File: config.mk
export PLATFORM = sky130hd
export DESIGN_NAME = screen_draw_ctrl_flat
export DESIGN_NICKNAME = d
export VERILOG_FILES = /design/src/rtl/screen_draw_ctrl_if.sv /design/src/rtl/screen_draw_ctrl.sv /design/src/flat_wrapper.sv
export SDC_FILE = /design/constraint.sdc
export NUM_CORES = 1
export LEC_CHECK = 0
export BUFFER_PORTS_ARGS = -buffer_cell sky130_fd_sc_hd__buf_2
export CORE_MARGIN = 3
export CORE_UTILIZATION = 39
export DETAILED_ROUTE_END_ITERATION = 8
export HOLD_SLACK_MARGIN = 0.03
export SYNTH_ARGS = -nofsm -noshare
export SYNTH_HDL_FRONTEND = slang
export SYNTH_SLANG_ARGS = --single-unit
export TNS_END_PERCENT = 5
File: constraint.sdc
create_clock -name clk -period 6.25 [get_ports clk]
set_clock_uncertainty 0.15 [all_clocks]
set_input_delay 0.625 -clock clk [delete_from_list [all_inputs] [get_ports clk]]
set_output_delay 0.625 -clock clk [all_outputs]
set_load 0.05 [all_outputs]
File: src/rtl/screen_draw_ctrl_if.sv
// screen_draw_ctrl_if
// Bundles everything screen_draw_ctrl exchanges with the outside world except
// clock and reset.
//   Request side : start, sel (0 start, 1 game-over, 2 win, 3 invalid), busy,
//                  done, timeout_err.
//   Drawer side  : packed drawer outputs drw_x/drw_y/drw_c (drawer k in slice k),
//                  one-hot drw_en and the shared active-low drw_resetn.
//   VGA side     : vga_x, vga_y, vga_c, vga_plot.
// master = game FSM / drawers / testbench side, slave = the controller.
interface screen_draw_ctrl_if;
    logic        start;
    logic [1:0]  sel;
    logic [23:0] drw_x;
    logic [20:0] drw_y;
    logic [8:0]  drw_c;
    logic [2:0]  drw_en;
    logic        drw_resetn;
    logic [7:0]  vga_x;
    logic [6:0]  vga_y;
    logic [2:0]  vga_c;
    logic        vga_plot;
    logic        busy;
    logic        done;
    logic        timeout_err;

    modport master (
        output start, sel, drw_x, drw_y, drw_c,
        input  drw_en, drw_resetn, vga_x, vga_y, vga_c, vga_plot,
               busy, done, timeout_err
    );

    modport slave (
        input  start, sel, drw_x, drw_y, drw_c,
        output drw_en, drw_resetn, vga_x, vga_y, vga_c, vga_plot,
               busy, done, timeout_err
    );
endinterface

File: src/rtl/screen_draw_ctrl.sv
// screen_draw_ctrl
// Sequences one full-screen image draw: arms the selected ROM drawer, forwards
// its pixel stream to the VGA adapter through a 2-stage pipeline that lines the
// coordinates up with the drawer's 1-cycle ROM colour, detects end of frame (or
// a stall via the cycle budget) and reports done / timeout.
// Ports:
//   clk  - system clock
//   rst  - asynchronous active-high reset
//   bus  - screen_draw_ctrl_if.slave (request, drawer and VGA signals)
// Parameters: WIDTH/HEIGHT screen size, TIMEOUT max DRAW cycles before abort.
module screen_draw_ctrl #(
    parameter int WIDTH   = 160,
    parameter int HEIGHT  = 120,
    parameter int TIMEOUT = 40000
) (
    input  logic               clk,
    input  logic               rst,
    screen_draw_ctrl_if.slave  bus
);
    localparam logic [2:0] S_IDLE  = 3'd0;
    localparam logic [2:0] S_ARM   = 3'd1;
    localparam logic [2:0] S_DRAW  = 3'd2;
    localparam logic [2:0] S_FLUSH = 3'd3;
    localparam logic [2:0] S_DONE  = 3'd4;

    localparam logic [7:0]  LAST_X   = 8'(WIDTH - 1);
    localparam logic [6:0]  LAST_Y   = 7'(HEIGHT - 1);
    localparam logic [15:0] CNT_LAST = 16'(TIMEOUT - 1);

    logic [2:0]  state_q, state_d;
    logic [1:0]  sel_q, sel_d;
    logic        seen_last_q, seen_last_d;
    logic [15:0] cnt_q, cnt_d;
    logic        timeout_err_q, timeout_err_d;
    logic        flush_q, flush_d;

    logic [7:0]  x1_q;
    logic [6:0]  y1_q;
    logic        v1_q;
    logic [7:0]  vga_x_q;
    logic [6:0]  vga_y_q;
    logic [2:0]  vga_c_q;
    logic        vga_plot_q;

    // Unpack the drawer buses; slot 3 exists only so an index of sel_q is
    // always in range (sel_q never holds 3).
    logic [7:0] dx_w [4];
    logic [6:0] dy_w [4];
    logic [2:0] dc_w [4];
    logic [2:0] onehot_w;

    generate
        for (genvar gi = 0; gi < 3; gi++) begin : g_drawer
            assign dx_w[gi]     = bus.drw_x[8*gi +: 8];
            assign dy_w[gi]     = bus.drw_y[7*gi +: 7];
            assign dc_w[gi]     = bus.drw_c[3*gi +: 3];
            assign onehot_w[gi] = (sel_q == 2'(gi));
        end
    endgenerate
    assign dx_w[3] = '0;
    assign dy_w[3] = '0;
    assign dc_w[3] = '0;

    logic [7:0] sel_x;
    logic [6:0] sel_y;
    logic [2:0] sel_c;
    logic       at_last;

    assign sel_x   = dx_w[sel_q];
    assign sel_y   = dy_w[sel_q];
    assign sel_c   = dc_w[sel_q];
    assign at_last = (sel_x == LAST_X) && (sel_y == LAST_Y);

    always_comb begin
        state_d       = state_q;
        sel_d         = sel_q;
        seen_last_d   = seen_last_q;
        cnt_d         = cnt_q;
        timeout_err_d = timeout_err_q;
        flush_d       = flush_q;
        case (state_q)
            S_IDLE: begin
                if (bus.start && (bus.sel != 2'd3)) begin
                    sel_d         = bus.sel;
                    timeout_err_d = 1'b0;
                    state_d       = S_ARM;
                end
            end
            S_ARM: begin
                seen_last_d = 1'b0;
                cnt_d       = '0;
                flush_d     = 1'b0;
                state_d     = S_DRAW;
            end
            S_DRAW: begin
                if (cnt_q != 16'hFFFF) begin
                    cnt_d = cnt_q + 16'd1;
                end
                if (at_last) begin
                    seen_last_d = 1'b1;
                end
                if (cnt_q == CNT_LAST) begin
                    timeout_err_d = 1'b1;
                    state_d       = S_FLUSH;
                end else if (seen_last_q && !at_last) begin
                    // The drawer has moved past the bottom-right pixel.
                    state_d = S_FLUSH;
                end
            end
            S_FLUSH: begin
                // Two cycles: flush_q is 0 on entry, 1 on the second cycle.
                flush_d = ~flush_q;
                if (flush_q) begin
                    state_d = S_DONE;
                end
            end
            S_DONE: begin
                state_d = S_IDLE;
            end
            default: begin
                state_d = S_IDLE;
            end
        endcase
    end

    always_ff @(posedge clk or posedge rst) begin
        if (rst) begin
            state_q       <= S_IDLE;
            sel_q         <= 2'd0;
            seen_last_q   <= 1'b0;
            cnt_q         <= '0;
            timeout_err_q <= 1'b0;
            flush_q       <= 1'b0;
        end else begin
            state_q       <= state_d;
            sel_q         <= sel_d;
            seen_last_q   <= seen_last_d;
            cnt_q         <= cnt_d;
            timeout_err_q <= timeout_err_d;
            flush_q       <= flush_d;
        end
    end

    // Stage 1 holds the drawer address; stage 2 pairs it with the ROM colour
    // that appears one cycle after the address, so vga_c matches vga_x/vga_y.
    always_ff @(posedge clk or posedge rst) begin
        if (rst) begin
            x1_q       <= '0;
            y1_q       <= '0;
            v1_q       <= 1'b0;
            vga_x_q    <= '0;
            vga_y_q    <= '0;
            vga_c_q    <= '0;
            vga_plot_q <= 1'b0;
        end else begin
            v1_q <= (state_q == S_DRAW);
            if (state_q == S_DRAW) begin
                x1_q <= sel_x;
                y1_q <= sel_y;
            end
            vga_x_q    <= x1_q;
            vga_y_q    <= y1_q;
            vga_c_q    <= sel_c;
            vga_plot_q <= v1_q;
        end
    end

    // Drawers stay out of reset through FLUSH so the ROM colour of the last
    // captured address is still valid while the pipeline drains.
    assign bus.drw_en      = ((state_q == S_ARM) || (state_q == S_DRAW)) ? onehot_w : 3'b000;
    assign bus.drw_resetn  = (state_q == S_ARM) || (state_q == S_DRAW) || (state_q == S_FLUSH);
    assign bus.vga_x       = vga_x_q;
    assign bus.vga_y       = vga_y_q;
    assign bus.vga_c       = vga_c_q;
    assign bus.vga_plot    = vga_plot_q;
    assign bus.busy        = (state_q != S_IDLE);
    assign bus.done        = (state_q == S_DONE);
    assign bus.timeout_err = timeout_err_q;
endmodule
File: src/flat_wrapper.sv
// flat-port wrapper written by rule: the top's interface ports become plain ports
module screen_draw_ctrl_flat 
#(
    parameter int WIDTH   = 160,
    parameter int HEIGHT  = 120,
    parameter int TIMEOUT = 40000
)
  (clk, rst, bus_start, bus_sel, bus_drw_x, bus_drw_y, bus_drw_c, bus_drw_en, bus_drw_resetn, bus_vga_x, bus_vga_y, bus_vga_c, bus_vga_plot, bus_busy, bus_done, bus_timeout_err);
  screen_draw_ctrl_if bus_i ();
  input  logic clk;
  input  logic rst;
  input wire logic [$bits(bus_i.start)-1:0] bus_start;
  input wire logic [$bits(bus_i.sel)-1:0] bus_sel;
  input wire logic [$bits(bus_i.drw_x)-1:0] bus_drw_x;
  input wire logic [$bits(bus_i.drw_y)-1:0] bus_drw_y;
  input wire logic [$bits(bus_i.drw_c)-1:0] bus_drw_c;
  output wire logic [$bits(bus_i.drw_en)-1:0] bus_drw_en;
  output wire logic [$bits(bus_i.drw_resetn)-1:0] bus_drw_resetn;
  output wire logic [$bits(bus_i.vga_x)-1:0] bus_vga_x;
  output wire logic [$bits(bus_i.vga_y)-1:0] bus_vga_y;
  output wire logic [$bits(bus_i.vga_c)-1:0] bus_vga_c;
  output wire logic [$bits(bus_i.vga_plot)-1:0] bus_vga_plot;
  output wire logic [$bits(bus_i.busy)-1:0] bus_busy;
  output wire logic [$bits(bus_i.done)-1:0] bus_done;
  output wire logic [$bits(bus_i.timeout_err)-1:0] bus_timeout_err;
  assign bus_i.start = bus_start;
  assign bus_i.sel = bus_sel;
  assign bus_i.drw_x = bus_drw_x;
  assign bus_i.drw_y = bus_drw_y;
  assign bus_i.drw_c = bus_drw_c;
  assign bus_drw_en = bus_i.drw_en;
  assign bus_drw_resetn = bus_i.drw_resetn;
  assign bus_vga_x = bus_i.vga_x;
  assign bus_vga_y = bus_i.vga_y;
  assign bus_vga_c = bus_i.vga_c;
  assign bus_vga_plot = bus_i.vga_plot;
  assign bus_busy = bus_i.busy;
  assign bus_done = bus_i.done;
  assign bus_timeout_err = bus_i.timeout_err;
  screen_draw_ctrl #(.WIDTH(WIDTH), .HEIGHT(HEIGHT), .TIMEOUT(TIMEOUT)) u_core (.clk(clk), .rst(rst), .bus(bus_i));
endmodule
==> results.md, run 1 <==
* DRT Pass-1 Iters at 4
* Synth area leader: dfrtp_1
* Setup-failing EPs final at 0
* Post-synth top flop: dfrtp_1
* Vias per inst at 5.079
* CTS tree: yes
* #FFs+latches synth at 59
* Final wirelength at 6.410 mm
* Fin cells at 445
* Post-CTS setup buffers at 0
* First-pass GRT wire length at 10.79 mm
* Hold Crit Class: reg -> reg
* Yosys top cell area share at 0.5376
* Residual DRC count at 0
* Share of layout cells above drive strength 1 at 0.3153
* Drt initial violations at 125
* Synth async-reset ratio at 1.000
* Final HPWL DP at 4.655 mm
* Layout area overhead at 25.01%
* ANT nets after route at 0
* Final hold violation count at 0
* Synth Cell Area at 2746 um2
* Top cells by area, synth: dfrtp_1, nand2_1, mux2i_1
* WS Path Type: reg -> out
* Clock Path Buffers at 2
* Clk_lat worst skew at 0.34 ns
* Post-Place Cells at 429
* Cell variety after synth at 43
* Gr ovfl total at 0
* CTS sink count at 59
* CTS Hold Bufs at 0
* Num CTS Buffers at 9
* Largest net degree at the start of global routing at 60
* Diode count at 0
* RSZ-0062 raised after global routing: no
* Outcome: complete, no violations
* Worst EP arrival at 2.88 ns
* Port Buf Inserts at 84
* Nets at 407
* Max IR drop VDD at 0.0002620 V
* Max Cap Viol at 0
* GRT Util Overall at 0.1660
* Tightest Pin Transition at 1.179 ns
* Sequential area share after synthesis at 0.5376
* Critical Path Fanout Max at 24
* Die Ht at 89.92 um
* CTS Root Cell: clkbuf_8
* Chip Width at 89.92 um
* Crit end category: primary output
* Core Region at 6568 um2
* Critical path launch point type: flip-flop
* Hold_ws at 0.2280 ns
* F_max at 273.4 MHz
* PwrDens at 523.1 nW/um2
* Setup TNS at 0 ns
* Fin util at 0.5228
* Cells after Synth at 265
* Drt wl/cell at 14.40 um
* Post-CTS sizing at 0
* Synth warn at 0
* H-tree Lvls at 3
* Lkg Pwr at 0.001672 uW
* Post-synth EDFFs at 0
* Starting Density at 0.4182
* Critical path required time at 5.47 ns
* Fin crit share at 0.5853
* Initial antenna violation count at 0
* Most numerous cell in the Yosys netlist: dfrtp_1
* Die area at 8085 um2
* Via count at 2260
* Most instantiated cells after synthesis: dfrtp_1, nand2_1, mux2i_1
* Vias in the first global route at 2187
* Synthesized Nets at 325
* I/O pin total at 85
* Slew Limit Fails at 0
* CTS clk-pin slew, worst paths at 0.07 ns
* Syn Area/Cell at 10.36 um2
* Row Count at 29
* Slew headroom at 0.2127
* Final Wtd Congestion at 0.8588
* Final period demand of the worst path at 3.658 ns
sequential cells by signal, indices dropped and copies added (netlist names):
register                cells
u_core.bus.vga_plot         1
u_core.sel_q                2
u_core.bus.vga_x            8
u_core.seen_last_q          1
u_core.flush_q              1
u_core.state_q              3
u_core.y1_q                 7
u_core.v1_q                 1
u_core.cnt_q               16
u_core.bus.timeout_err      1
u_core.bus.vga_y            7
u_core.x1_q                 8
u_core.bus.vga_c            3
logic make-up after synthesis:
| logic type | count (synthesis) | synth area share |
|---|---|---|
| flops | 59 | 0.5376 |
| mux | 20 | 0.07380 |
| buf+inv | 20 | 0.03143 |
| xor+xnor | 7 | 0.02232 |
| simple gates | 105 | 0.1863 |
| compound gates | 53 | 0.1440 |
| fa+ha+maj | 1 | 0.004555 |
path summary, 6_finish.rpt:
| check | start | to | slack (ns) | cells past startpoint |
|---|---|---|---|---|
| min reg2reg | u_core.v1_q | u_core.bus.vga_plot | 0.23 | 0 |
| min in group asynchronous | rst | u_core.y1_q[1] | 0.35 | 3 |
| max in group asynchronous | rst | u_core.cnt_q[4] | 5.14 | 3 |
| max reg2reg | u_core.sel_q[1] | u_core.seen_last_q | 3.24 | 5 |
| max | u_core.state_q[2] | bus_drw_en[0] | 2.59 | 5 |
| min | u_core.v1_q | u_core.bus.vga_plot | 0.23 | 0 |
per-layer routing:
| layer | vias to the layer above | wire length, um | global-route usage |
|---|---|---|---|
| met5 | - | 0 | 0 |
| met4 | 0 | 165 | 0.08801 |
| met3 | 14 | 345 | 0.03506 |
| met2 | 69 | 2783 | 0.2387 |
| met1 | 1052 | 3116 | 0.2351 |
| li1 | 1125 | - | - |
worst max-delay path, stage by stage, from the launching register on:
cell and delay, ns:
dfrtp_1 0.54, or3b_1 0.69, clkinv_1 0.64, nor2_1 0.34, nor3_1 0.08, buf_2 0.26
final cells by class:
class / count / area, um2
inverters: 6 / 22.52
clock inverters: 7 / 77.57
repair buffers: 85 / 427.9
clock buffers: 9 / 123.9
fillers: 593 / 3134
multi-input cells: 186 / 1189
well taps: 93 / 116.4
flip-flops and latches: 59 / 1476
report_power, final:
group          switching [uW]  internal, uW
logic                     567           228
clock network             164           186
registers                 127           525
total                     857           939
layout by cell type, fill, tap and decap left out, drive strengths merged, types with 2 or more instances in the layout:
cell and count:
nor2b 2, clkinv 5, clkbuf 9, o21ai 17
nor2 12, buf 85, or4 3, inv 6
nand3 10, dfrtp 59, and2 2, a21oi 2
nor3b 2, xor2 7, o31ai 4, nand4 7
nor3 4, mux2i 18, and3 3, a2bb2oi 3
or3 3, nand2 49, or3b 2, and4 3
o2bb2ai 12, mux2 2, o211ai 8
metrics by stage:
step / area [um2] / total power [uW] / setup WS (ns)
after CTS: 3433 / 1809 / 2.567
after detailed placement: 3232 / 1457 / 2.940
after global routing: 3433 / 1915 / 2.234
after global placement: 3232 / 1447 / 3.020
after floorplan: 2746 / 1267 / 2.939
final: 3433 / 1796 / 2.592
(Power assumes the default switching activity.)
==> run 2: changes to the inputs <==
Settings changed: ABC_AREA from default to 1.
Clock period 6.25 ns to 3.5 ns, I/O delays scaled along.
==> run 2 against run 1 <==
  * Sequential cell count stayed put
  * Global-route usage is 2.2 points higher
  * Cell count is 24% higher
  * Synthesized cell count is 37% higher
  * Wire length is 21% higher
  * Clock power is 54% higher
  * Critical path depth is 2 lower
  * Core utilization is 2.8 points lower
  * Sequential power is 75% higher
  * Setup slack worse by 1.6 ns
  * Via count is 21% higher
  * Synthesized area is 11% higher
  * Largest cell class unchanged
  * Highest routed layer unchanged
==> results.md, run 2 <==
* Outcome: complete, no violations (unchanged)
* H-tree Lvls at 3 (unchanged)
* Starting Density at 0.4109 (was 0.4182)
* DRT Pass-1 Iters at 4 (unchanged)
* Die Ht at 94.35 um (was 89.92 um)
* Post-CTS sizing at 0 (unchanged)
* Setup TNS at 0 ns (unchanged)
* CP cell instances: inv_6 -> nor3_1 -> buf_2 (was or3b_1 -> clkinv_1 -> nor2_1 -> nor3_1 -> buf_2)
* Drt wl/cell at 14.00 um (was 14.40 um)
* I/O pin total at 85 (unchanged)
* Critical path's slowest cell: dfrtp_1 (was or3b_1)
* Cell variety after synth at 33 (was 43)
* Clock Path Buffers at 2 (unchanged)
* Yosys top cell area share at 0.4850 (was 0.5376)
* Slew headroom at 0.3633 (was 0.2127)
* Num CTS Buffers at 9 (unchanged)
* Final Wtd Congestion at 0.9013 (was 0.8588)
* Final hold violation count at 0 (unchanged)
* Nets at 509 (was 407)
* Commonest non-fill, non-tap cell in the layout: nand2_1 (was buf_2)
* First-pass GRT wire length at 12.84 mm (was 10.79 mm)
* HP Start: bus_drw_c[6] (was u_core.v1_q)
* Diode count at 0 (unchanged)
* Layout area overhead at 20.30% (was 25.01%)
* Crit-path leading delay family: flip-flops (was simple AND/OR/NAND/NOR gates)
* Share of layout cells above drive strength 1 at 0.3113 (was 0.3153)
* Commonest cells after routing, fill and taps aside: nand2_1, buf_2, dfrtp_1, nand3_1, nor2_1 (was buf_2, dfrtp_1, nand2_1, mux2i_1, o21ai_0)
* Most instantiated cells after synthesis: nand2_1, dfrtp_1, nand3_1 (was dfrtp_1, nand2_1, mux2i_1)
* Sequential area share after synthesis at 0.4850 (was 0.5376)
* F_max at 405.8 MHz
* Port Buf Inserts at 84 (unchanged)
* Pint at 1625 uW (was 938.8 uW)
* Row Count at 31 (was 29)
* Largest net degree at the start of global routing at 34 (was 60)
* #FFs+latches synth at 59 (unchanged)
* Die area at 8902 um2 (was 8085 um2)
* Fill count at 721 (was 593)
* Gr ovfl total at 0 (unchanged)
* Residual DRC count at 0 (unchanged)
* Fin crit share at 0.7041
* Synth warn at 0 (unchanged)
* CTS tree: yes (unchanged)
* R2R depth at 11 (was 5)
* Top cells by area, synth: dfrtp_1, nand2_1, nand3_1 (was dfrtp_1, nand2_1, mux2i_1)
* Max IR drop VDD at 0.0005232 V (was 0.0002620 V)
* Chip Width at 94.35 um (was 89.92 um)
* Crit end category: primary output (unchanged)
* ANT nets after route at 0 (unchanged)
* Pre-CTS setup slack at 1.155 ns (was 2.940 ns)
* Post-synth EDFFs at 0 (unchanged)
* R2r startpoint: u_core.sel_q[0] (was u_core.sel_q[1])
* CTS sink count at 59 (unchanged)
* Initial antenna violation count at 0 (unchanged)
* Psw at 1737 uW (was 857.3 uW)
* Post-route cell area at 3662 um2 (was 3433 um2)
* Hold Crit Class: in -> reg (was reg -> reg)
* Max Cap Viol at 0 (unchanged)
* Reg with most FFs: u_core.cnt_q (unchanged)
* Final HPWL DP at 5.756 mm (was 4.655 mm)
* Worst hold path depth at 3 (was 0)
* Switching share of total power at 0.5167 (was 0.4773)
* CTS clk-pin slew, worst paths at 0.07 ns (about the same)
* Most numerous cell in the Yosys netlist: nand2_1 (was dfrtp_1)
* Post-Place Cells at 536 (was 429)
* Hold Path Sink: u_core.bus.vga_c[0] (was u_core.bus.vga_plot)
* Via count at 2734 (was 2260)
* Cells after Synth at 363 (was 265)
* Placed instance area at 3485 um2 (was 3232 um2)
* CP max stage delay at 0.90 ns (was 0.69 ns)
* Critical path launch point type: flip-flop (unchanged)
* Reg2Reg Capture Point: u_core.state_q[0] (was u_core.seen_last_q)
* Core Region at 7408 um2 (was 6568 um2)
* Setup-failing EPs final at 0 (unchanged)
* Slew Limit Fails at 0 (unchanged)
* WS Path Type: reg -> out (unchanged)
* Synthesized Nets at 423 (was 325)
* GRT Util Overall at 0.1877 (was 0.1660)
* Syn Area/Cell at 8.386 um2 (was 10.36 um2)
* Critical Path Fanout Max at 18 (was 24)
* Fin cells at 552 (was 445)
* Synth Cell Area at 3044 um2 (was 2746 um2)
* WP buf/inv at 2 (unchanged)
* Tightest Pin Transition at 0.9550 ns (was 1.179 ns)
* PwrDens at 917.9 nW/um2 (was 523.1 nW/um2)
* Worst setup margin at 1.036 ns (was 2.592 ns)
* Vias in the first global route at 2638 (was 2187)
* Vias per inst at 4.953 (was 5.079)
* Clk network pwr share at 0.160 (was 0.195)
* Post-synth top flop: dfrtp_1 (unchanged)
* Sequential Power Share at 0.339 (was 0.363)
* Comb pwr share at 0.501 (was 0.443)
* Clk_lat worst skew at 0.33 ns (was 0.34 ns)
* Setup slack, reg-to-reg at 1.16 ns (was 3.24 ns)
* Drt initial violations at 192 (was 125)
* Worst EP arrival at 1.96 ns (was 2.88 ns)
* Lkg Pwr at 0.001911 uW (was 0.001672 uW)
* Synth area leader: dfrtp_1 (unchanged)
* Final wirelength at 7.728 mm (was 6.410 mm)
* Final period demand of the worst path at 2.464 ns
* Critical path required time at 3.00 ns (was 5.47 ns)
* Synth async-reset ratio at 1.000 (unchanged)
* Max FFs per register at 16 (unchanged)
* CTS Root Cell: clkbuf_8 (unchanged)
* RSZ-0062 raised after global routing: no (unchanged)
-- run 2: changes by cell type after synthesis, moves of 7 or more --
cell,before,now
mux2i_1,18,0
nand2_2,0,8
nand3_1,10,40
nand2_1,49,115
nor2_1,12,27
o2bb2ai_1,12,0
o211ai_1,8,1
nand3_2,0,15
inv_1,5,23
-- run 2: routing by layer --
metal / track usage / vias to the layer above / part of all wire
met3: 0.04143 / 9 / 0.051
li1: - / 1350 / -
met5: 0 / - / 0
met1: 0.2580 / 1289 / 0.47
met4: 0.06017 / 0 / 0.013
met2: 0.2955 / 86 / 0.46
-- run 2: area by class of cell --
type,count,area (um2),area share
clock buffer,10,137.6,0.03758
clock inverter,5,30.03,0.008200
inverter,28,115.1,0.03143
multi-input combinational,264,1334,0.3642
sequential,59,1476,0.4031
tap,99,123.9,0.03382
timing repair buffer,87,445.4,0.1216
-- run 2: how the worst max path moves through the flow --
stage	from	to	slack, ns	cells after the start
final	u_core.sel_q[1]	bus_drw_en[2]	1.04	3
after global placement	u_core.sel_q[0]	u_core.state_q[0]	1.15	11
after global routing	u_core.state_q[2]	bus_drw_en[2]	0.94	6
after floorplan	u_core.state_q[2]	bus_drw_en[2]	1.12	5
after CTS	u_core.sel_q[1]	bus_drw_en[2]	1.01	3
after detailed placement	u_core.sel_q[0]	u_core.state_q[0]	1.16	11
-- run 2: kinds of logic (layout without fill, tap and decap cells) --
| group | after synthesis | count (layout) | synth area share |
|---|---|---|---|
| DFF | 59 | 59 | 0.4850 |
| AOI/OAI and AO/OA | 28 | 28 | 0.05261 |
| xor gates and xnor gates | 6 | 6 | 0.01726 |
| and+or+nand+nor | 229 | 229 | 0.3642 |
| buffers and inverters | 40 | 130 | 0.07686 |
| adders and majority gates | 1 | 1 | 0.004109 |
-- run 2: tightest hold or removal path, delay by kind of cell --
kind	cells	cell delay [ns]
simple gates	2	0.09
buf+inv	1	0.08
-- run 2: power groups by stage --
stage / sequential, uW / combinational (uW) / clock [uW]
floorplan: 1380 / 1150 / 0
global placement: 1150 / 1680 / 0
detailed placement: 1150 / 1690 / 0
CTS: 1140 / 1700 / 553
global route: 1170 / 1860 / 584
finish: 1140 / 1680 / 539
-- run 2: timing repair --
| action | CTS | global route |
|---|---|---|
| endpoints found under the setup margin | 0 | 0 |
| setup buffers | 0 | 0 |
| hold endpoints to repair | 32 | 0 |
| hold buffers | 1 | 0 |
-- run 2: through the flow --
| step | total power (uW) | hold slack, ns | util |
|---|---|---|---|
| after floorplan | 2532 | 0.1812 | - |
| after global placement | 2833 | 0.2178 | 0.4704 |
| after detailed placement | 2843 | 0.2134 | 0.4704 |
| after CTS | 3390 | 0.06559 | 0.4943 |
| after global routing | 3615 | 0.08836 | 0.4943 |
| final | 3362 | 0.08111 | 0.4943 |
